$ cat src/rtl/sd_block_sched_pkg.sv
// Shared types and helpers for the SD block scheduler.
//   state_e  : scheduler FSM states
//   LBA_W    : sector address width
//   rr_pick  : round-robin pick over up to four requesters
package sd_sched_pkg;

  localparam int LBA_W = 32;

  typedef enum logic [1:0] {
    IDLE  = 2'd0,
    ISSUE = 2'd1,
    XFER  = 2'd2,
    DONE  = 2'd3
  } state_e;

  typedef struct packed {
    logic       found;
    logic [1:0] idx;
  } pick_t;

  // Scans valid starting at ptr+1 (mod n). The loop runs from the farthest
  // offset down to the nearest so the nearest set bit is the last assignment.
  function automatic pick_t rr_pick(input logic [3:0] valid,
                                    input logic [1:0] ptr,
                                    input int         n);
    pick_t r;
    int    cand;
    r = '0;
    for (int k = 4; k >= 1; k--) begin
      if (k <= n) begin
        cand = int'(ptr) + k;
        if (cand >= n) cand = cand - n;
        if (valid[cand[1:0]]) begin
          r.found = 1'b1;
          r.idx   = cand[1:0];
        end
      end
    end
    return r;
  endfunction

endpackage

$ cat src/rtl/sd_block_sched_if.sv
// hps_io virtual-disk handshake.
//   master : scheduler side (drives sd_lba/sd_rd/sd_wr, receives sd_ack)
//   slave  : hps_io side
interface sd_block_sched_if #(parameter int NDRV = 3);
  import sd_sched_pkg::*;

  logic [LBA_W-1:0] sd_lba;
  logic [NDRV-1:0]  sd_rd;
  logic [NDRV-1:0]  sd_wr;
  logic             sd_ack;

  modport master (output sd_lba, sd_rd, sd_wr, input  sd_ack);
  modport slave  (input  sd_lba, sd_rd, sd_wr, output sd_ack);
endinterface

$ cat src/rtl/sd_block_sched_rr_arbiter.sv
// Combinational round-robin arbiter.
//   valid_i : request vector
//   ptr_i   : index of the last requester served
//   grant_o : winning index
//   found_o : at least one request present
module rr_arbiter
  import sd_sched_pkg::*;
#(
  parameter int N = 2
) (
  input  logic [N-1:0] valid_i,
  input  logic [1:0]   ptr_i,
  output logic [1:0]   grant_o,
  output logic         found_o
);

  pick_t pick;

  always_comb begin
    pick    = rr_pick(4'(valid_i), ptr_i, N);
    grant_o = pick.idx;
    found_o = pick.found;
  end

endmodule

$ cat src/rtl/sd_block_sched.sv
// Single-sector SD transfer scheduler between NREQ requesters and hps_io.
//   clk_sys, areset (sync, active high)
//   req_valid_i/req_wr_i/req_drv_i/req_lba_i : packed per-requester request
//   req_done_o/req_err_o : one-cycle completion pulse, err = timeout/bad drive
//   grant_o : requester owning the sector buffer, busy_o : transfer active
//   sd : hps_io handshake (master side)
module sd_block_sched
  import sd_sched_pkg::*;
#(
  parameter int NREQ  = 2,
  parameter int NDRV  = 3,
  parameter int TMO_W = 24
) (
  input  logic                  clk_sys,
  input  logic                  areset,
  input  logic [NREQ-1:0]       req_valid_i,
  input  logic [NREQ-1:0]       req_wr_i,
  input  logic [2*NREQ-1:0]     req_drv_i,
  input  logic [LBA_W*NREQ-1:0] req_lba_i,
  output logic [NREQ-1:0]       req_done_o,
  output logic [NREQ-1:0]       req_err_o,
  output logic [1:0]            grant_o,
  output logic                  busy_o,
  sd_block_sched_if.master      sd
);

  state_e           state_q, state_d;
  logic [1:0]       ptr_q, grant_q, drv_q;
  logic [LBA_W-1:0] lba_q;
  logic             wr_q, err_q, old_ack_q;
  logic [TMO_W-1:0] tmo_q;
  logic [NDRV-1:0]  rd_out_q, wr_out_q;

  logic [1:0]       pick_idx;
  logic             pick_found;
  logic [LBA_W-1:0] sel_lba;
  logic [1:0]       sel_drv;
  logic             sel_wr;
  logic             drv_ok, tmo_end, ack_fall;
  logic [NDRV-1:0]  drv_onehot;

  rr_arbiter #(.N(NREQ)) u_arb (
    .valid_i (req_valid_i),
    .ptr_i   (ptr_q),
    .grant_o (pick_idx),
    .found_o (pick_found)
  );

  always_comb begin
    sel_lba = '0;
    sel_drv = '0;
    sel_wr  = 1'b0;
    for (int i = 0; i < NREQ; i++) begin
      if (pick_idx == 2'(i)) begin
        sel_lba = req_lba_i[i*LBA_W +: LBA_W];
        sel_drv = req_drv_i[i*2 +: 2];
        sel_wr  = req_wr_i[i];
      end
    end
  end

  assign drv_ok     = int'(drv_q) < NDRV;
  assign drv_onehot = NDRV'(1) << drv_q;
  assign tmo_end    = &tmo_q;
  assign ack_fall   = old_ack_q & ~sd.sd_ack;

  // State register and latched transfer context
  always_ff @(posedge clk_sys) begin
    if (areset) begin
      state_q   <= IDLE;
      ptr_q     <= '0;
      grant_q   <= '0;
      drv_q     <= '0;
      lba_q     <= '0;
      wr_q      <= 1'b0;
      err_q     <= 1'b0;
      old_ack_q <= 1'b0;
      tmo_q     <= '0;
      rd_out_q  <= '0;
      wr_out_q  <= '0;
    end else begin
      state_q   <= state_d;
      old_ack_q <= sd.sd_ack;
      case (state_q)
        IDLE: begin
          if (pick_found) begin
            grant_q <= pick_idx;
            lba_q   <= sel_lba;
            drv_q   <= sel_drv;
            wr_q    <= sel_wr;
            err_q   <= 1'b0;
            tmo_q   <= '0;
          end
        end
        ISSUE: begin
          tmo_q <= tmo_q + 1'b1;
          if (state_d == ISSUE) begin
            rd_out_q <= wr_q ? '0 : drv_onehot;
            wr_out_q <= wr_q ? drv_onehot : '0;
          end else begin
            rd_out_q <= '0;
            wr_out_q <= '0;
          end
          if (state_d == DONE) err_q <= 1'b1;
        end
        XFER: begin
          tmo_q <= tmo_q + 1'b1;
          if (tmo_end && !ack_fall) err_q <= 1'b1;
        end
        DONE: ptr_q <= grant_q;
        default: ;
      endcase
    end
  end

  // Next-state logic; an ack in the same cycle as timeout counts as an ack
  always_comb begin
    state_d = state_q;
    case (state_q)
      IDLE:  if (pick_found) state_d = ISSUE;
      ISSUE: begin
        if (!drv_ok)         state_d = DONE;
        else if (sd.sd_ack)  state_d = XFER;
        else if (tmo_end)    state_d = DONE;
      end
      XFER:  if (ack_fall || tmo_end) state_d = DONE;
      DONE:  state_d = IDLE;
      default: state_d = IDLE;
    endcase
  end

  // Outputs
  always_comb begin
    req_done_o = '0;
    req_err_o  = '0;
    for (int i = 0; i < NREQ; i++) begin
      if (state_q == DONE && grant_q == 2'(i)) begin
        req_done_o[i] = 1'b1;
        req_err_o[i]  = err_q;
      end
    end
    busy_o    = (state_q != IDLE);
    grant_o   = grant_q;
    sd.sd_lba = lba_q;
    sd.sd_rd  = rd_out_q;
    sd.sd_wr  = wr_out_q;
  end

endmodule
$ cat src/flat_wrapper.sv
// flat-port wrapper written by rule: the top's interface ports become plain ports
module sd_block_sched_flat import sd_sched_pkg::*;
#(
  parameter int NREQ  = 2,
  parameter int NDRV  = 3,
  parameter int TMO_W = 24
)
  (clk_sys, areset, req_valid_i, req_wr_i, req_drv_i, req_lba_i, req_done_o, req_err_o, grant_o, busy_o, sd_sd_lba, sd_sd_rd, sd_sd_wr, sd_sd_ack);
  sd_block_sched_if #(.NDRV(NDRV)) sd_i ();
  input  logic clk_sys;
  input  logic areset;
  input  logic [NREQ-1:0] req_valid_i;
  input  logic [NREQ-1:0] req_wr_i;
  input  logic [2*NREQ-1:0] req_drv_i;
  input  logic [LBA_W*NREQ-1:0] req_lba_i;
  output logic [NREQ-1:0] req_done_o;
  output logic [NREQ-1:0] req_err_o;
  output logic [1:0] grant_o;
  output logic busy_o;
  output wire logic [$bits(sd_i.sd_lba)-1:0] sd_sd_lba;
  output wire logic [$bits(sd_i.sd_rd)-1:0] sd_sd_rd;
  output wire logic [$bits(sd_i.sd_wr)-1:0] sd_sd_wr;
  input wire logic [$bits(sd_i.sd_ack)-1:0] sd_sd_ack;
  assign sd_sd_lba = sd_i.sd_lba;
  assign sd_sd_rd = sd_i.sd_rd;
  assign sd_sd_wr = sd_i.sd_wr;
  assign sd_i.sd_ack = sd_sd_ack;
  sd_block_sched #(.NREQ(NREQ), .NDRV(NDRV), .TMO_W(TMO_W)) u_core (.clk_sys(clk_sys), .areset(areset), .req_valid_i(req_valid_i), .req_wr_i(req_wr_i), .req_drv_i(req_drv_i), .req_lba_i(req_lba_i), .req_done_o(req_done_o), .req_err_o(req_err_o), .grant_o(grant_o), .busy_o(busy_o), .sd(sd_i));
endmodule
$ cat config.mk
export PLATFORM = sky130hd
export DESIGN_NAME = sd_block_sched_flat
export DESIGN_NICKNAME = d
export VERILOG_FILES = /design/src/rtl/sd_block_sched_pkg.sv /design/src/rtl/sd_block_sched_if.sv /design/src/rtl/sd_block_sched_rr_arbiter.sv /design/src/rtl/sd_block_sched.sv /design/src/flat_wrapper.sv
export SDC_FILE = /design/constraint.sdc
export NUM_CORES = 1
export LEC_CHECK = 0
export CAP_MARGIN = 20
export CORE_ASPECT_RATIO = 1.4
export CORE_MARGIN = 4
export CORE_UTILIZATION = 35
export CTS_BUF_LIST = sky130_fd_sc_hd__clkbuf_8 sky130_fd_sc_hd__clkbuf_16
export DETAILED_ROUTE_END_ITERATION = 7
export PLACE_DENSITY = 0.67
export SLEW_MARGIN = 15
export SYNTH_ARGS = -nofsm -noshare
export SYNTH_HDL_FRONTEND = slang
export SYNTH_SLANG_ARGS = --single-unit
$ cat constraint.sdc
create_clock -name clk_sys -period 2.1 [get_ports clk_sys]
set_input_delay 0.21 -clock clk_sys [delete_from_list [all_inputs] [get_ports clk_sys]]
set_output_delay 0.21 -clock clk_sys [all_outputs]
set_load 0.02 [all_outputs]
==> impl_metrics.ini, run 1 <==
[power]
irDropWorstVdd_uv = 560
p_leak_uw = 0.00206
power_uw = 5880
power_per_cell_area_nw_per_um2 = 1090

[layout]
syn_to_final_growth_pct = 55.9
antenna_cells = 0
postLayoutCellArea_um2 = 5390
drive_gt1_share_pct = 14.3
fin_nets = 652
nFillCells = 894

[clock_network]
clock_path_buffers = 2
cts_root_buf = clkbuf_16
hold_buffers = 0
cts_tree = built
cts_buffers = 9
h-tree-depth = 3
clk_pin_slew_ps = 60
clock_sinks = 73
clk_latency_ps = 340

[global_route]
grt_pass1_wl_mm = 16.8
grt_max_degree = 37
overflow = 0
grtUsageTotal_pct = 18.0
antenna_found_initial = 0
first_global_vias = 3638

[worst_setup_path]
crit_path_end_kind = output pin
path_depth = 5
cp_slowest_cell = clkdlybuf4s50_1
worstSetupStartpoint = u_core.state_q[0]
crit_type = register to output pin
cpPeakStageDelay_ps = 590
crit_path_cell_trace = inv_1 -> ha_1 -> buf_4 -> inv_1 -> clkdlybuf4s50_1
crit_path_frequent_cell = inv_1
r2r_start = u_core.state_q[0]
crit_fanout = 6
arrival_ps = 1810
cp-start-kind = register
r2r_cells = 7
worstPathRequired_ps = 1890
crit_family = buffers and inverters
crit_buf_inv = 4

[timing]
fin_skew_ps = 5.15
fin_ws_ps = 75.6
period_share_pct = 96.4
period_needed_ps = 2020
slew_headroom_pct = 72.2
slew_viol_final = 0
rsz0062_at_grt = true
holdWs_ps = 445
worst_pin_slew_ps = 415
hold_viol_final = 0
setup_violations = 0
fmax_mhz = 494

[logic_synthesis]
postSynthAreaPerCell_um2 = 8.12
synth_cell_types = 51
synth_edf_count = 0
syn_area_um2 = 3460
synthesis.nets = 509
yosysWarningCount = 0
async_flop_share_pct = 0
ys_seq_elements = 73
synthFlopType = dfxtp_1
synthCells = 426
seq_area_frac_synth_pct = 42.3

[placed_design]
port_buffers = 119
placed_cell_area_um2 = 5040
hpwl_mm = 7.62
gp_congestion = 0.833
dp_slack_ps = -136

[drt]
wl_mm = 10.3
vias = 3580
dr.pass1.iters = 4
viasPerCell = 5.07
wl_per_cell_um = 14.5
drt_iter0_drc = 80
drc = 0
ant_nets = 0

[floorplanning]
rows = 42
start_util_pct = 36.2
die-area_um2 = 11600
ios = 120
die_h_um = 126
die_w_um = 92.0
core_area_um2 = 9560

[worst_hold_path]
hold_path.class = input port to register
hold_depth = 3
hold_path.startpoint = req_lba_i[9]

[flow_run]
max-cap-violations = 0

[outcome]
status = complete, no violations
-- synth_stat cells, types with 2 or more instances --
library cell,number,area (µm²)
and2_1,4,25.0
clkbuf_1,24,90.1
o21ai_0,8,40.0
a211o_1,2,17.5
dfxtp_1,73,1460
nand4_1,5,31.3
a21oi_1,11,55.1
and3_1,3,18.8
nor2b_1,4,25.0
a311oi_1,35,307
nor3b_1,2,15.0
nand3_1,45,225
inv_1,8,30.0
a22o_1,2,17.5
nor2_1,67,251
and4_1,3,26.3
nor3_1,7,35.0
xnor2_1,11,96.3
o211ai_1,2,15.0
ha_1,8,100
mux2i_1,2,20.0
o21ai_1,5,25.0
or3_1,8,50.1
o21a_1,2,15.0
xor2_1,4,35.0
nand2_1,56,210
-- registers in the layout (all words and copies together) (netlist names) --
| signal | count |
|---|---|
| u_core.drv_q | 2 |
| u_core.sd.sd_rd | 3 |
| u_core.sd.sd_lba | 32 |
| u_core.grant_o | 2 |
| u_core.sd.sd_wr | 3 |
| u_core.state_q | 2 |
| u_core.ptr_q | 2 |
| u_core.err_q | 1 |
| u_core.old_ack_q | 1 |
| u_core.wr_q | 1 |
| u_core.tmo_q | 24 |
-- what timing repair did --
action                     in CTS  in global routing
pin swaps                       3                  9
setup buffers                   1                  2
setup endpoints to repair      10                 10
resized for setup               7                 17
-- routing by layer --
layer,vias to the layer above,part of all wire (%),track usage [%]
met5,-,0,0
met2,105,51,31.4
met3,20,9.0,7.28
met4,0,2.1,8.14
met1,1642,38,18.8
li1,1813,-,-
-- worst min-delay path: cells and delay by family --
kind / cells / cell delay (ps)
compound gates: 1 / 80
buf+inv: 1 / 390
simple gates: 1 / 50
-- power breakdown --
group	total [µW]	internal (µW)	switching, µW	leakage (µW)
Sequential	1880	1680	197	0.000603
Clock	1400	796	601	0.000128
Combinational	2600	1250	1350	0.00133
-- final timing paths --
| check | end | slack [ps] |
|---|---|---|
| setup / recovery | busy_o | 80 |
| hold / removal | u_core.sd.sd_lba[9] | 450 |
| setup reg to reg | u_core.sd.sd_wr[2] | 80 |
| hold reg to reg | u_core.sd.sd_wr[0] | 460 |
-- layout by cell type, fill, tap and decap left out, types with 3 or more instances in the layout --
master / Yosys / routed
nor2_1: 67 / 67
clkinvlp_4: 0 / 3
xor2_1: 4 / 4
dfxtp_1: 73 / 65
buf_12: 0 / 4
nand3_1: 45 / 45
nor3_1: 7 / 7
clkinv_2: 0 / 3
or3_1: 8 / 7
inv_1: 8 / 8
and3_1: 3 / 3
a311oi_1: 35 / 35
ha_1: 8 / 7
xnor2_1: 11 / 11
and4_1: 3 / 3
dfxtp_2: 0 / 6
clkdlybuf4s50_1: 0 / 115
nand4_1: 5 / 5
o21ai_0: 8 / 8
a21oi_1: 11 / 11
clkbuf_16: 0 / 9
nor2b_1: 4 / 3
buf_4: 0 / 34
and2_1: 4 / 4
nand2_1: 56 / 56
o21ai_2: 1 / 3
o21ai_1: 5 / 3
-- cells by family (layout without fill, tap and decap cells) --
| family | count (synthesis) | in the layout | synth area share (%) |
|---|---|---|---|
| buf+inv | 34 | 182 | 3.69 |
| fa+ha+maj | 8 | 8 | 2.89 |
| flops | 73 | 73 | 42.3 |
| compound gates | 79 | 79 | 17.2 |
| simple gates | 214 | 214 | 29.2 |
| xor+xnor | 15 | 15 | 3.80 |
| mux | 3 | 3 | 0.904 |
-- metrics by stage --
| stage | setup TNS, ps | util (%) | std cells |
|---|---|---|---|
| final | 0 | 56.4 | 706 |
| after global routing | -22.5 | 56.4 | 706 |
| after CTS | 0 | 55.7 | 704 |
| after detailed placement | -711 | 52.7 | 687 |
| after global placement | -120 | 52.7 | 687 |
| after floorplan | 0 | - | 426 |
-- layout make-up --
| type | count | area [µm²] | share of cell area, % |
|---|---|---|---|
| inverter | 9 | 33.8 | 0.626 |
| multi-input combinational | 319 | 1920 | 35.5 |
| tap | 132 | 165 | 3.06 |
| timing repair buffer | 157 | 1530 | 28.4 |
| clock inverter | 7 | 46.3 | 0.858 |
| sequential | 73 | 1480 | 27.4 |
| clock buffer | 9 | 225 | 4.18 |
No activity file was read; power rests on OpenSTA's default activity.
==> run 2, diff against run 1 <==
Settings changed: GPL_TIMING_DRIVEN set to 0.
==> run 2 against run 1 <==
  * Die area is the same
  * Via count rose by 1.2%
  * Routed wire length up 2.6%
  * Sequential share of layout area up 0.97 points
  * Largest cell class unchanged
==> impl_metrics.ini, run 2 (synthesis gave the netlist of run 1 again) <==
[drt]
ant_nets = 0
wl_per_cell_um = 15.2
drt_iter0_drc = 114
drc = 0
wl_mm = 10.5
dr.pass1.iters = 4
viasPerCell = 5.22
vias = 3623

[placed_design]
dp_slack_ps = -326
gp_congestion = 0.817
hpwl_mm = 8.21
port_buffers = 118

[global_route]
overflow = 0
grt_max_degree = 12
grtUsageTotal_pct = 18.1
antenna_found_initial = 0
grt_pass1_wl_mm = 16.8
first_global_vias = 3559

[power]
p_sw_uw = 2120
intPower_uw = 3740
power_uw = 5860
p_clk_share_pct = 26.2
p_leak_uw = 0.00191
irDropWorstVdd_uv = 549
power_frac_seq_pct = 32.3
power_per_cell_area_nw_per_um2 = 1120
pwr-share-comb_pct = 41.5
p_sw_share_pct = 36.2

[timing]
period_share_pct = 97.1
slew_viol_final = 0
holdWs_ps = 243
rsz0062_at_grt = true
slew_headroom_pct = 66.7
finalSetupTns_ps = 0
setup_violations = 0
period_needed_ps = 2040
fin_skew_ps = 4.53
fin_ws_ps = 60.3
hold_viol_final = 0
worst_pin_slew_ps = 500
fmax_mhz = 490

[floorplanning]
start_util_pct = 36.2
ios = 120
die-area_um2 = 11600
die_h_um = 126
core_area_um2 = 9560
die_w_um = 92.0
rows = 42

[layout]
fin_nets = 641
register_area_um2 = 1480
multi_input_area_um2 = 1950
largest_reg_flops = 32
syn_to_final_growth_pct = 51.3
nFillCells = 892
antenna_cells = 0
final_cell_mix = clkdlybuf4s50_1 (115), nor2_1 (67), dfxtp_1 (61)
final_util_pct = 54.7
final_common_cell = clkdlybuf4s50_1
drive_gt1_share_pct = 10.9

[outcome]
status = complete, no violations

[clock_network]
h-tree-depth = 3
clk_latency_ps = 330
clock_sinks = 73
clock_path_buffers = 2
clk_pin_slew_ps = 60
cts_tree = built
cts_root_buf = clkbuf_16
cts_buffers = 9

[worst_setup_path]
r2r_setup_slack_ps = 60
r2r_end = u_core.sd.sd_wr[2]
r2r_start = u_core.state_q[1]
cp-start-kind = register
crit_path_end_kind = register
r2r_cells = 7
crit_type = register to register
worstPathRequired_ps = 2370
crit_fanout = 7
arrival_ps = 2310

[worst_hold_path]
hold_path.startpoint = areset
hold_depth = 2
hold_path.class = input port to register
min_to = u_core.old_ack_q

[flow_run]
max-cap-violations = 0
[run 2: changes by cell type in the layout (fill, tap and decap cells not counted), sizes merged]
cell / change
bufinv: +1
clkinv: -1
clkbuf: +26
dlymetal6s2s: -1
clkinvlp: -3
buf: -34
[run 2: critical path: stages, from the launching register on]
cell       delay, ps
dfxtp_4          370
inv_1            140
ha_2             270
nor4b_2          200
a2111oi_0        130
a311o_2          400
or3b_1           380
o21ai_2          100
[run 2: area by class of cell]
class | instances | area share (%)
inverter | 9 | 0.645
buffer | 24 | 1.86
multi-input combinational | 319 | 37.2
sequential | 73 | 28.4
clock inverter | 4 | 0.837
timing repair buffer | 122 | 23.1
tap | 132 | 3.16
clock buffer | 11 | 4.83
[run 2: power by group through the flow]
stage | combinational (µW) | clock, µW | sequential (µW)
after floorplan | 1060 | 0 | 2150
after global placement | 2260 | 0 | 1900
after detailed placement | 2280 | 0 | 1900
after CTS | 2380 | 1560 | 1890
after global routing | 2670 | 1610 | 1930
final | 2430 | 1540 | 1890
[run 2: how the worst max path moves through the flow]
stage                           start  slack [ps]                   end  cells after the start
finish              u_core.state_q[1]          60    u_core.sd.sd_wr[2]                      7
global route        u_core.state_q[1]         -40    u_core.sd.sd_wr[2]                      7
floorplan           u_core.state_q[0]          40      u_core.tmo_q[21]                      7
global placement       req_valid_i[0]        -260  u_core.sd.sd_lba[13]                      6
detailed placement     req_valid_i[1]        -330  u_core.sd.sd_lba[17]                      7
CTS                 u_core.state_q[0]           4      u_core.tmo_q[19]                      7
[run 2: per-layer routing]
| layer | track usage, % | part of all wire, % | vias to the layer above |
|---|---|---|---|
| li1 | - | - | 1792 |
| met1 | 17.0 | 37 | 1692 |
| met2 | 33.3 | 51 | 119 |
| met3 | 8.77 | 9.9 | 20 |
| met4 | 6.74 | 1.9 | 0 |
| met5 | 0 | 0 | - |
[run 2: what timing repair did]
item | in CTS | in global routing
endpoints found under the hold margin | 0 | 0
endpoints found under the setup margin | 64 | 59
gates resized for setup | 23 | 22
buffers inserted | 2 | 2
hold buffers | 0 | 0
pin swaps | 4 | 4
[run 2: stage by stage]
step	instance area, µm²	cells
3_5_place_dp	4800	676
5_1_grt	5230	694
6_report	5230	694
3_3_place_gp	4800	676
4_1_cts	5150	692
2_1_floorplan	3460	426
